===== src/rtl/alu_share_arbiter_if.sv =====
// Requester and ALU-side signals of the shared-ALU arbiter; master drives requests and ALU results,
// slave is the arbiter that latches operands and returns results.
interface alu_share_arbiter_if #(
  parameter int WIDTH = 32
);
  logic             req0;
  logic [WIDTH-1:0] a0;
  logic [WIDTH-1:0] b0;
  logic [2:0]       gin0;
  logic             req1;
  logic [WIDTH-1:0] a1;
  logic [WIDTH-1:0] b1;
  logic [2:0]       gin1;

  logic             gnt0;
  logic             gnt1;
  logic             rvalid0;
  logic             rvalid1;
  logic [WIDTH-1:0] rdata;
  logic             rzero;
  logic             rerr;
  logic             busy;

  logic [WIDTH-1:0] alu_a;
  logic [WIDTH-1:0] alu_b;
  logic [2:0]       alu_gin;
  logic [WIDTH-1:0] alu_sum;
  logic             alu_zout;

  modport master (
    output req0, a0, b0, gin0, req1, a1, b1, gin1, alu_sum, alu_zout,
    input  gnt0, gnt1, rvalid0, rvalid1, rdata, rzero, rerr, busy, alu_a, alu_b, alu_gin
  );

  modport slave (
    input  req0, a0, b0, gin0, req1, a1, b1, gin1, alu_sum, alu_zout,
    output gnt0, gnt1, rvalid0, rvalid1, rdata, rzero, rerr, busy, alu_a, alu_b, alu_gin
  );
endinterface


===== src/rtl/alu_share_arbiter.sv =====
// Two-requester arbiter in front of one combinational ALU; grant pulse one edge after req, result pulse one edge later.
// One op per 2 cycles; requests arriving during EXEC wait and are sampled at the RESP edge.
module alu_share_arbiter #(
  parameter int WIDTH     = 32,
  parameter bit FIXED_PRI = 1'b0
) (
  input logic            clk,
  input logic            reset,
  alu_share_arbiter_if.slave bus
);

  localparam logic [2:0] GIN_ADD = 3'b010;

  typedef enum logic [1:0] {
    IDLE = 2'd0,
    EXEC = 2'd1,
    RESP = 2'd2
  } state_t;

  state_t           state;
  logic             owner;
  logic             last;
  logic             illegal;

  logic             any_req;
  logic             pick1;
  logic [WIDTH-1:0] win_a;
  logic [WIDTH-1:0] win_b;
  logic [2:0]       win_gin;
  logic             win_illegal;

  // last holds the id served most recently; on a tie the other requester wins
  always_comb begin
    any_req     = bus.req0 | bus.req1;
    pick1       = bus.req1 & (~bus.req0 | (~FIXED_PRI & ~last));
    win_a       = pick1 ? bus.a1   : bus.a0;
    win_b       = pick1 ? bus.b1   : bus.b0;
    win_gin     = pick1 ? bus.gin1 : bus.gin0;
    win_illegal = (win_gin == 3'b011) || (win_gin == 3'b101);
  end

  always_ff @(posedge clk or posedge reset) begin
    if (reset) begin
      state       <= IDLE;
      owner       <= 1'b0;
      last        <= 1'b1;
      illegal     <= 1'b0;
      bus.gnt0    <= 1'b0;
      bus.gnt1    <= 1'b0;
      bus.rvalid0 <= 1'b0;
      bus.rvalid1 <= 1'b0;
      bus.rdata   <= '0;
      bus.rzero   <= 1'b0;
      bus.rerr    <= 1'b0;
      bus.busy    <= 1'b0;
      bus.alu_a   <= '0;
      bus.alu_b   <= '0;
      bus.alu_gin <= GIN_ADD;
    end else begin
      bus.gnt0    <= 1'b0;
      bus.gnt1    <= 1'b0;
      bus.rvalid0 <= 1'b0;
      bus.rvalid1 <= 1'b0;
      unique case (state)
        IDLE, RESP: begin
          if (any_req) begin
            state       <= EXEC;
            bus.busy    <= 1'b1;
            owner       <= pick1;
            last        <= pick1;
            bus.gnt0    <= ~pick1;
            bus.gnt1    <= pick1;
            bus.alu_a   <= win_a;
            bus.alu_b   <= win_b;
            // undefined codes never reach the ALU; the result is forced at EXEC instead
            bus.alu_gin <= win_illegal ? GIN_ADD : win_gin;
            illegal     <= win_illegal;
          end else begin
            state    <= IDLE;
            bus.busy <= 1'b0;
          end
        end
        EXEC: begin
          state    <= RESP;
          bus.busy <= 1'b1;
          if (illegal) begin
            bus.rdata <= '0;
            bus.rzero <= 1'b1;
            bus.rerr  <= 1'b1;
          end else begin
            bus.rdata <= bus.alu_sum;
            bus.rzero <= bus.alu_zout;
            bus.rerr  <= 1'b0;
          end
          bus.rvalid0 <= ~owner;
          bus.rvalid1 <= owner;
        end
        default: begin
          state    <= IDLE;
          bus.busy <= 1'b0;
        end
      endcase
    end
  end

endmodule


===== src/flat_wrapper.sv =====
// flat-port wrapper written by rule: the top's interface ports become plain ports
module alu_share_arbiter_flat 
#(
  parameter int WIDTH     = 32,
  parameter bit FIXED_PRI = 1'b0
)
  (clk, reset, bus_req0, bus_a0, bus_b0, bus_gin0, bus_req1, bus_a1, bus_b1, bus_gin1, bus_alu_sum, bus_alu_zout, bus_gnt0, bus_gnt1, bus_rvalid0, bus_rvalid1, bus_rdata, bus_rzero, bus_rerr, bus_busy, bus_alu_a, bus_alu_b, bus_alu_gin);
  alu_share_arbiter_if #(.WIDTH(WIDTH)) bus_i ();
  input logic clk;
  input logic reset;
  input wire logic [$bits(bus_i.req0)-1:0] bus_req0;
  input wire logic [$bits(bus_i.a0)-1:0] bus_a0;
  input wire logic [$bits(bus_i.b0)-1:0] bus_b0;
  input wire logic [$bits(bus_i.gin0)-1:0] bus_gin0;
  input wire logic [$bits(bus_i.req1)-1:0] bus_req1;
  input wire logic [$bits(bus_i.a1)-1:0] bus_a1;
  input wire logic [$bits(bus_i.b1)-1:0] bus_b1;
  input wire logic [$bits(bus_i.gin1)-1:0] bus_gin1;
  input wire logic [$bits(bus_i.alu_sum)-1:0] bus_alu_sum;
  input wire logic [$bits(bus_i.alu_zout)-1:0] bus_alu_zout;
  output wire logic [$bits(bus_i.gnt0)-1:0] bus_gnt0;
  output wire logic [$bits(bus_i.gnt1)-1:0] bus_gnt1;
  output wire logic [$bits(bus_i.rvalid0)-1:0] bus_rvalid0;
  output wire logic [$bits(bus_i.rvalid1)-1:0] bus_rvalid1;
  output wire logic [$bits(bus_i.rdata)-1:0] bus_rdata;
  output wire logic [$bits(bus_i.rzero)-1:0] bus_rzero;
  output wire logic [$bits(bus_i.rerr)-1:0] bus_rerr;
  output wire logic [$bits(bus_i.busy)-1:0] bus_busy;
  output wire logic [$bits(bus_i.alu_a)-1:0] bus_alu_a;
  output wire logic [$bits(bus_i.alu_b)-1:0] bus_alu_b;
  output wire logic [$bits(bus_i.alu_gin)-1:0] bus_alu_gin;
  assign bus_i.req0 = bus_req0;
  assign bus_i.a0 = bus_a0;
  assign bus_i.b0 = bus_b0;
  assign bus_i.gin0 = bus_gin0;
  assign bus_i.req1 = bus_req1;
  assign bus_i.a1 = bus_a1;
  assign bus_i.b1 = bus_b1;
  assign bus_i.gin1 = bus_gin1;
  assign bus_i.alu_sum = bus_alu_sum;
  assign bus_i.alu_zout = bus_alu_zout;
  assign bus_gnt0 = bus_i.gnt0;
  assign bus_gnt1 = bus_i.gnt1;
  assign bus_rvalid0 = bus_i.rvalid0;
  assign bus_rvalid1 = bus_i.rvalid1;
  assign bus_rdata = bus_i.rdata;
  assign bus_rzero = bus_i.rzero;
  assign bus_rerr = bus_i.rerr;
  assign bus_busy = bus_i.busy;
  assign bus_alu_a = bus_i.alu_a;
  assign bus_alu_b = bus_i.alu_b;
  assign bus_alu_gin = bus_i.alu_gin;
  alu_share_arbiter #(.WIDTH(WIDTH), .FIXED_PRI(FIXED_PRI)) u_core (.clk(clk), .reset(reset), .bus(bus_i));
endmodule

===== config.mk =====
export PLATFORM = sky130hd
export DESIGN_NAME = alu_share_arbiter_flat
export DESIGN_NICKNAME = d
export VERILOG_FILES = /design/src/rtl/alu_share_arbiter_if.sv /design/src/rtl/alu_share_arbiter.sv /design/src/flat_wrapper.sv
export SDC_FILE = /design/constraint.sdc
export NUM_CORES = 1
export LEC_CHECK = 0
export BUFFER_PORTS_ARGS = -buffer_cell sky130_fd_sc_hd__buf_2
export CAP_MARGIN = 20
export CORE_MARGIN = 3
export CORE_UTILIZATION = 44
export DETAILED_ROUTE_END_ITERATION = 10
export PLACE_DENSITY_LB_ADDON = 0.3
export SYNTH_ARGS = -nofsm -noshare
export SYNTH_HDL_FRONTEND = slang
export SYNTH_SLANG_ARGS = --single-unit

===== constraint.sdc =====
create_clock -name clk -period 4.5 [get_ports clk]
set_input_delay 0.9 -clock clk [delete_from_list [all_inputs] [get_ports clk]]
set_output_delay 0.9 -clock clk [all_outputs]
set_load 0.05 [all_outputs]

==> results.sh, run 1 <==
export IMPL_yosysSeqAreaShare_pct=57.8
export IMPL_num_fill_cells=934
export IMPL_cts_root_buffer="clkbuf_8"
export IMPL_hp_class="flop to flop"
export IMPL_setup_ws_ps=2370
export IMPL_outcome="completed"
export IMPL_cts_tree="built"
export IMPL_io_pins=277
export IMPL_hold_slack_ps=440
export IMPL_worst_pin_slew_ps=1030
export IMPL_max_slew_margin_pct=31.1
export IMPL_path_max_fanout=71
export IMPL_clockBufferDepth=2
export IMPL_cts_resized=0
export IMPL_drv_cap=0
export IMPL_cp_end_kind="flop"
export IMPL_clock_skew_ps=15.5
export IMPL_use_met1_pct=27.6
export IMPL_timing_final_crit_share_pct=47.2
export IMPL_die_h_um=111
export IMPL_final_nets=944
export IMPL_hold_buffers=0
export IMPL_first_iter_violations=365
export IMPL_cts_sinks=111
export IMPL_layout_area_seq_sq_um=2780
export IMPL_totalWireLength_mm=13.9
export IMPL_yosysMostFrequentCell="nand2_1"
export IMPL_synth_area_top_cells="dfrtp_1 57%, nand2_1 11%, a31oi_1 6.5%"
export IMPL_synth_cell_area_sq_um=4810
export IMPL_ff2ff_setup_slack_ps=2510
export IMPL_drc_errors=0
export IMPL_holdPathEnd="u_core.bus.rvalid0"
export IMPL_ys_flop_type="dfrtp_1"
export IMPL_h_tree_depth=3
export IMPL_fin_area_sq_um=6470
export IMPL_wl_per_cell_um=15.3
export IMPL_avgSynthCellArea_sq_um=9.30
export IMPL_min_period_ps=2130
export IMPL_r2r_cells=4
export IMPL_dieWidth_um=111
export IMPL_diodes=0
export IMPL_placed_cell_area_sq_um=6250
export IMPL_r2r_start="u_core.last"
export IMPL_cts_setup_buffers=0
export IMPL_use_met2_pct=38.4
export IMPL_hp_start="u_core.owner"
export IMPL_critPathLaunch="bus_req0"
export IMPL_drive_above_1_share_pct=39.8
export IMPL_coreArea_sq_um=10500
export IMPL_ys_async_sr_fraction_pct=100
export IMPL_synth_top_area_share_pct=56.7
export IMPL_globalRouteMet3Util_pct=5.32
export IMPL_top_usage_layer="met2"
export IMPL_overflow=0
export IMPL_portBuffers=276
export IMPL_place_ws_ps=2010
export IMPL_timing_worst_setup_path_type="primary input to flop"
export IMPL_area_delta_synth_final_pct=34.5
export IMPL_yosysWarnings=0
export IMPL_antenna_found_initial=0
export IMPL_ys_top_cells_by_count="135 x nand2_1, 109 x dfrtp_1, 57 x nor2_1"
export IMPL_multi_input_area_sq_um=1840
export IMPL_hpwl_mm=10.5
export IMPL_cp_arrival_ps=2340
export IMPL_grt_pass1_wl_mm=22.7
export IMPL_grt_util_all_layers_pct=22.5
export IMPL_numCtsBuffers=9
export IMPL_power_total_w=0.00363
export IMPL_grt_max_degree=74
export IMPL_clk_pin_slew_ps=90
export IMPL_tns_ps=0
export IMPL_powerDensity_nw_per_um2=561
export IMPL_hold_violations=0
export IMPL_rsz0062_at_grt="false"
export IMPL_yosys_area_top_type="dfrtp_1"
export IMPL_p_leak_nw=3.37
export IMPL_num_vias=4595
export IMPL_syn_inst=517
export IMPL_ant_nets=0
export IMPL_drtPass1Iterations=4
export IMPL_clock_latency_ps=360
export IMPL_grt_pass1_vias=4571
export IMPL_drv_slew=0
export IMPL_fmax_mhz=470
export IMPL_r2r_end="u_core.bus.alu_gin[2]"
export IMPL_synth_edf_count=0
export IMPL_syn_nets=688
export IMPL_drt_vias_per_instance=5.03
export IMPL_synth_cell_type_count=32
export IMPL_dieArea_sq_um=12200
export IMPL_hold_depth=1
export IMPL_synth_seq_cells=111
export IMPL_rows=37
export IMPL_ir_worst_vdd_v=0.000318
export IMPL_start_kind="primary input"
export IMPL_start_util_pct=46.0
export IMPL_gp_congestion=0.863
export IMPL_crit_required_ps=4720
export IMPL_setup_viol=0
==> through the flow <==
| step | std cells | utilization (%) |
|---|---|---|
| after CTS | 913 | 61.6 |
| after floorplan | 517 | - |
| after detailed placement | 897 | 59.8 |
| final | 914 | 61.8 |
| after global routing | 914 | 61.8 |
| after global placement | 897 | 59.8 |
==> logic make-up (layout without fill, tap and decap cells) <==
group	after synthesis	count (layout)	synth area share (%)
AOI/OAI and AO/OA	111	111	15.3
xor gates and xnor gates	2	2	0.364
buffers and inverters	45	306	4.03
DFF	111	111	57.8
muxes	2	2	0.442
and+or+nand+nor	246	246	22.0
==> area by class of cell <==
type                    instances  share of cell area, %
flip-flops and latches        111                   43.0
multi-input cells             361                   28.5
repair buffers                284                   22.5
well taps                     136                   2.63
clock buffers                  11                   2.34
clock inverters                 5                  0.638
inverters                       6                  0.406
==> how the worst max path moves through the flow <==
| stage | endpoint | cells past startpoint |
|---|---|---|
| global placement | u_core.bus.alu_b[7] | 7 |
| detailed placement | u_core.bus.alu_b[14] | 7 |
| finish | u_core.bus.alu_gin[2] | 5 |
| CTS | u_core.bus.alu_gin[2] | 5 |
| global route | u_core.bus.alu_gin[2] | 5 |
| floorplan | u_core.bus.alu_a[0] | 1 |
==> worst max-delay path, stage by stage <==
cell and delay, ps:
buf_2 170, a21bo_2 160, buf_4 550, nor3b_1 120, o41ai_1 430
==> cells in the final DEF, fill, tap and decap left out <==
cell / count
nand3_1: 2
a31oi_1: 50
inv_4: 1
o21ai_0: 35
mux2_2: 1
a32oi_1: 1
buf_12: 1
a41oi_1: 1
and3_1: 14
xnor2_1: 2
inv_6: 1
a221o_1: 14
dfrtp_1: 109
o22ai_1: 2
nor2b_1: 1
clkinvlp_4: 2
dfstp_2: 2
clkinv_4: 2
nor3b_1: 2
nand2_1: 135
nor2_1: 57
o32ai_1: 1
a21boi_4: 1
buf_4: 7
o221a_2: 1
mux2i_1: 1
nand2b_1: 34
inv_1: 4
a22o_1: 1
o21bai_2: 1
clkinv_2: 1
o41ai_1: 1
clkbuf_8: 11
nand2b_2: 1
a21bo_2: 1
buf_2: 276
a221oi_1: 1
==> per-layer routing <==
metal  routed length, um  share of wire [%]  vias to the layer above
met4                 329                2.4                        0
met1                5630                 40                     2109
met3                 982                7.0                       28
li1                    -                  -                     2258
met5                   0                  0                        -
met2                7000                 50                      200
==> registers in the layout, indices dropped and copies added, names as in the netlist <==
name	flops
u_core.bus.alu_gin	3
u_core.bus.busy	1
u_core.bus.rzero	1
u_core.illegal	1
u_core.bus.gnt0	1
u_core.bus.rvalid1	1
u_core.last	1
u_core.bus.rdata	32
u_core.bus.gnt1	1
u_core.bus.alu_b	32
u_core.bus.rvalid0	1
u_core.owner	1
u_core.bus.alu_a	32
u_core.state	2
u_core.bus.rerr	1
==> power by group <==
group / switching, W / internal, W / leakage [nW]
Combinational: 0.00125 / 0.000406 / 1.96
Clock: 0.000335 / 0.000236 / 0.0922
Sequential: 0.000151 / 0.00124 / 1.32
Note: power is estimated with default switching activity, not from simulation.
==> inputs of run 2 (changes only) <==
==> constraint.sdc (replaced) <==
create_clock -name clk -period 2 [get_ports clk]
set_input_delay 0.4 -clock clk [delete_from_list [all_inputs] [get_ports clk]]
set_output_delay 0.4 -clock clk [all_outputs]
set_load 0.05 [all_outputs]
==> results.sh, run 2 (same netlist as run 1, synthesis figures left out) <==
export IMPL_dieArea_sq_um=12200
export IMPL_cts_tree="built"
export IMPL_fmax_mhz=566
export IMPL_cts_sinks=111
export IMPL_ant_nets=0
export IMPL_antenna_found_initial=0
export IMPL_cp_top_family="simple AND/OR/NAND/NOR gates"
export IMPL_area_delta_synth_final_pct=34.8
export IMPL_first_iter_violations=386
export IMPL_io_pins=277
export IMPL_swShare_pct=48.3
export IMPL_p_leak_nw=3.38
export IMPL_path_max_fanout=15
export IMPL_grt_pass1_wl_mm=23.0
export IMPL_setup_ws_ps=232
export IMPL_worst_pin_slew_ps=1010
export IMPL_grt_pass1_vias=4629
export IMPL_setup_viol=0
export IMPL_drive_above_1_share_pct=39.5
export IMPL_grt_util_all_layers_pct=22.8
export IMPL_clk_pin_slew_ps=100
export IMPL_placed_cells=898
export IMPL_drtPass1Iterations=4
export IMPL_mostFrequentLayoutCells="276 x buf_2, 135 x nand2_1, 109 x dfrtp_1, 57 x nor2_1, 50 x a31oi_1"
export IMPL_final_nets=945
export IMPL_ir_worst_vdd_v=0.000709
export IMPL_crit_slowest_cell="nor2_1"
export IMPL_start_util_pct=46.0
export IMPL_gp_congestion=0.906
export IMPL_crit_buf_inv=0
export IMPL_num_vias=4645
export IMPL_coreArea_sq_um=10500
export IMPL_numCtsBuffers=9
export IMPL_clockBufferDepth=2
export IMPL_grt_max_degree=110
export IMPL_timing_final_crit_share_pct=88.4
export IMPL_fin_area_sq_um=6480
export IMPL_powerDensity_nw_per_um2=1250
export IMPL_clock_latency_ps=360
export IMPL_fin_cells=915
export IMPL_drv_cap=0
export IMPL_start_kind="flop"
export IMPL_rsz0062_at_grt="false"
export IMPL_die_h_um=111
export IMPL_overflow=0
export IMPL_totalWireLength_mm=14.1
export IMPL_portBuffers=276
export IMPL_cts_root_buffer="clkbuf_8"
export IMPL_drc_errors=0
export IMPL_p_switching_w=0.00390
export IMPL_power_frac_clock_pct=14.4
export IMPL_drv_slew=0
export IMPL_cp_arrival_ps=2060
export IMPL_hpwl_mm=10.3
export IMPL_timing_worst_setup_path_type="flop to flop"
export IMPL_p_int_w=0.00418
export IMPL_drt_vias_per_instance=5.08
export IMPL_diodes=0
export IMPL_hp_class="primary input to flop"
export IMPL_max_slew_margin_pct=32.3
export IMPL_hold_violations=0
export IMPL_wl_per_cell_um=15.4
export IMPL_pwr_share_seq_pct=38.8
export IMPL_final_common_cell="buf_2"
export IMPL_clock_skew_ps=10.4
export IMPL_dieWidth_um=111
export IMPL_crit_required_ps=2290
export IMPL_place_ws_ps=112
export IMPL_rows=37
export IMPL_h_tree_depth=3
export IMPL_path_cells="a21bo_2, nor2_1, a221o_1"
export IMPL_cp_end_kind="flop"
export IMPL_tns_ps=0
export IMPL_power_combinational_fraction_pct=46.7
export IMPL_placed_cell_area_sq_um=6310
export IMPL_outcome="completed"
export IMPL_cts_setup_buffers=0
export IMPL_min_period_ps=1770
export IMPL_reg_top3="u_core.bus.alu_a x32, u_core.bus.alu_b x32, u_core.bus.rdata x32"
export IMPL_slowest_delay_ps=770
[run 2: cell types whose count changed in the layout (fill, tap and decap cells not counted), sizes merged]
cell,delta
clkinvlp,-1
inv,-2
dlygate4sd3,+1
clkinv,+3
[run 2: repair_timing]
item / in CTS / in global routing
hold buffers: 1 / 0
resized for setup: 0 / 0
endpoints found under the setup margin: 0 / 0
endpoints found under the hold margin: 2 / 0
[run 2: layer usage]
| layer | share of wire [%] | up-vias | GRT usage, % |
|---|---|---|---|
| li1 | - | 2256 | - |
| met1 | 41 | 2167 | 28.7 |
| met2 | 51 | 207 | 39.8 |
| met3 | 6.9 | 15 | 5.37 |
| met4 | 1.2 | 0 | 5.25 |
| met5 | 0 | - | 0 |
[run 2: path summary, 6_finish.rpt]
kind | startpoint | endpoint | slack, ps | cells past startpoint
min | bus_b1[9] | u_core.bus.alu_b[9] | 270 | 2
max | u_core.last | u_core.bus.alu_b[17] | 230 | 3
min in group asynchronous | reset | u_core.bus.rdata[2] | 460 | 3
max in group asynchronous | reset | u_core.illegal | 770 | 4
min reg2reg | u_core.owner | u_core.bus.rvalid0 | 430 | 1
max reg2reg | u_core.last | u_core.bus.alu_b[17] | 230 | 3
[run 2: layout make-up]
| class | count | area [sq um] |
|---|---|---|
| inverters | 6 | 27.5 |
| clock inverters | 5 | 25.0 |
| multi-input cells | 361 | 1840 |
| well taps | 136 | 170 |
| fillers | 928 | 3980 |
| flip-flops and latches | 111 | 2780 |
| repair buffers | 285 | 1500 |
| clock buffers | 11 | 131 |
[run 2: power groups by stage]
| stage | Clock [W] | Sequential, W | Combinational [W] |
|---|---|---|---|
| after CTS | 0.00120 | 0.00313 | 0.00381 |
| final | 0.00116 | 0.00314 | 0.00378 |
| after global placement | 0 | 0.00315 | 0.00374 |
| after detailed placement | 0 | 0.00317 | 0.00380 |
| after global routing | 0.00130 | 0.00321 | 0.00400 |
| after floorplan | 0 | 0.00502 | 0.000896 |
[run 2: metrics by stage]
stage | util (%) | hold WS [ps] | power [W]
floorplan | - | 403 | 0.00592
CTS | 61.9 | 244 | 0.00814
global route | 61.9 | 243 | 0.00851
finish | 61.9 | 270 | 0.00808
detailed placement | 60.3 | 288 | 0.00697
global placement | 60.3 | 287 | 0.00689
==> inputs of run 3 (changes only) <==
--- a/config.mk
+++ b/config.mk
@@ -5,10 +5,11 @@
 export SDC_FILE = /design/constraint.sdc
 export NUM_CORES = 1
 export LEC_CHECK = 0
+export ABC_AREA = 1
 export BUFFER_PORTS_ARGS = -buffer_cell sky130_fd_sc_hd__buf_2
 export CAP_MARGIN = 20
 export CORE_MARGIN = 3
-export CORE_UTILIZATION = 44
+export CORE_UTILIZATION = 43
 export DETAILED_ROUTE_END_ITERATION = 10
 export PLACE_DENSITY_LB_ADDON = 0.3
 export SYNTH_ARGS = -nofsm -noshare
==> results.sh, run 3 <==
export IMPL_drtPass1Iterations=4
export IMPL_overflow=0
export IMPL_ys_flop_type="dfrtp_1"
export IMPL_placed_cell_area_sq_um=6100
export IMPL_start_util_pct=44.6
export IMPL_cts_root_buffer="clkbuf_8"
export IMPL_cp_end_kind="flop"
export IMPL_synth_top_family_by_area="compound AO/OA/AOI/OAI gates"
export IMPL_clk_pin_slew_ps=110
export IMPL_coreArea_sq_um=10400
export IMPL_final_nets=926
export IMPL_grt_pass1_vias=4159
export IMPL_yosysWarnings=0
export IMPL_yosys_area_share_simple_pct=17.3
export IMPL_synth_top_area_share_pct=59.0
export IMPL_ys_top_cells_by_count="120 x nand2_1, 109 x dfrtp_1, 55 x nor2_1"
export IMPL_synth_seq_cells=111
export IMPL_worst_pin_slew_ps=589
export IMPL_reg_top3="u_core.bus.alu_a x32, u_core.bus.alu_b x32, u_core.bus.rdata x32"
export IMPL_timing_worst_setup_path_type="flop to flop"
export IMPL_synth_compound_area_share_pct=17.4
export IMPL_drc_errors=0
export IMPL_diodes=0
export IMPL_cts_resized=0
export IMPL_crit_required_ps=2290
export IMPL_path_common_cell="nand2_1"
export IMPL_placed_cells=880
export IMPL_hold_violations=0
export IMPL_outcome="completed"
export IMPL_fin_cells=896
export IMPL_yosysSeqAreaShare_pct=60.1
export IMPL_cts_sinks=111
export IMPL_ys_async_sr_fraction_pct=100
export IMPL_synth_edf_count=0
export IMPL_p_leak_nw=3.39
export IMPL_numCtsBuffers=9
export IMPL_dieArea_sq_um=12000
export IMPL_clockBufferDepth=2
export IMPL_wl_per_cell_um=14.7
export IMPL_max_slew_margin_pct=60.8
export IMPL_cts_tree="built"
export IMPL_clock_latency_ps=360
export IMPL_dieWidth_um=110
export IMPL_synth_cell_area_sq_um=4620
export IMPL_syn_inst=490
export IMPL_hpwl_mm=9.95
export IMPL_powerDensity_nw_per_um2=1260
export IMPL_grt_pass1_wl_mm=19.7
export IMPL_synth_cell_type_count=18
export IMPL_mostFrequentLayoutCells="276 x buf_2, 119 x nand2_1, 109 x dfrtp_1, 55 x nor2_1, 53 x o21ai_0"
export IMPL_die_h_um=110
export IMPL_start_kind="flop"
export IMPL_fin_area_sq_um=6300
export IMPL_drt_vias_per_instance=4.95
export IMPL_clock_skew_ps=14.1
export IMPL_path_max_fanout=15
export IMPL_synth_area_top_cells="dfrtp_1 59%, nand2_1 9.7%, a22o_1 6.1%"
export IMPL_cts_setup_buffers=0
export IMPL_drv_slew=0
export IMPL_min_period_ps=1730
export IMPL_hp_class="primary input to asynchronous set/reset pin"
export IMPL_drv_cap=0
export IMPL_portBuffers=276
export IMPL_area_delta_synth_final_pct=36.2
export IMPL_rows=37
export IMPL_grt_max_degree=73
export IMPL_ant_nets=0
export IMPL_gp_congestion=0.793
export IMPL_num_vias=4431
export IMPL_io_pins=277
export IMPL_first_iter_violations=284
export IMPL_h_tree_depth=3
export IMPL_grt_util_all_layers_pct=20.9
export IMPL_slowest_delay_ps=550
export IMPL_cp_arrival_ps=2020
export IMPL_syn_nets=661
export IMPL_antenna_found_initial=1
export IMPL_path_cells="nand2_1, nand2_2, buf_4, nand2_1, inv_1, nand2_1, nand3_1"
export IMPL_crit_slowest_cell="dfstp_2"
export IMPL_drive_above_1_share_pct=41.2
export IMPL_synth_area_mux_share_pct=0
export IMPL_avgSynthCellArea_sq_um=9.44
export IMPL_num_fill_cells=936
export IMPL_setup_viol=0
export IMPL_timing_final_crit_share_pct=86.3
export IMPL_synthAdderAreaFrac_pct=0
export IMPL_ff2ff_setup_slack_ps=270
export IMPL_yosysMostFrequentCell="nand2_1"
export IMPL_totalWireLength_mm=13.2
export IMPL_hold_buffers=0
export IMPL_final_common_cell="buf_2"
export IMPL_tns_ps=0
export IMPL_yosys_area_top_type="dfrtp_1"
export IMPL_hold_slack_ps=124
export IMPL_fmax_mhz=579
export IMPL_ir_worst_vdd_v=0.000680
export IMPL_synth_xor_area_share_pct=0
export IMPL_rsz0062_at_grt="false"
run 3: worst max-delay path: cells and delay by family, from the launching register on:
| family | cells | cell delay, ps |
|---|---|---|
| and+or+nand+nor | 5 | 570 |
| DFF | 1 | 550 |
| buffers and inverters | 2 | 550 |
run 3: cells by family (layout without fill, tap and decap cells):
| logic type | count (synthesis) | count (layout) |
|---|---|---|
| flops | 111 | 111 |
| buf+inv | 43 | 313 |
| simple gates | 199 | 199 |
| compound gates | 137 | 137 |
run 3: routing by layer:
layer / global-route usage (%) / wire [um] / vias to the layer above
met1: 25.2 / 5190 / 2051
met4: 7.03 / 227 / 2
met2: 37.1 / 6630 / 200
li1: - / - / 2159
met3: 4.64 / 1160 / 19
met5: 0 / 7 / -
run 3: area by class of cell:
type                    count  area (sq um)  share of cell area (%)
clock inverters             5          56.3                   0.894
inverters                  11          45.0                   0.715
flip-flops and latches    111          2780                    44.1
repair buffers            286          1490                    23.7
clock buffers              11           141                    2.24
well taps                 136           170                    2.70
multi-input cells         336          1610                    25.6
run 3: where the power goes:
part / total [W] / switching (W) / leakage [nW] / internal, W
clock network: 0.00135 / 0.000735 / 0.0997 / 0.000616
registers: 0.00306 / 0.000285 / 1.36 / 0.00277
logic: 0.00354 / 0.00268 / 1.93 / 0.000853
run 3: final timing paths:
check | to | cells past startpoint | startpoint
max in group asynchronous | u_core.bus.rdata[13] | 3 | reset
max | u_core.bus.alu_b[15] | 7 | u_core.last
min in group clk | u_core.bus.alu_b[17] | 3 | bus_b0[17]
min | u_core.bus.alu_b[24] | 3 | reset
min reg2reg | u_core.bus.rvalid0 | 1 | u_core.owner
max reg2reg | u_core.bus.alu_b[15] | 7 | u_core.last
run 3: through the flow:
step	worst slack (ps)	total power [W]	util, %
after floorplan	258	0.00571	-
after global placement	380	0.00661	58.8
after detailed placement	299	0.00666	58.8
after CTS	286	0.00802	60.7
after global routing	87.4	0.00837	60.7
final	274	0.00795	60.7
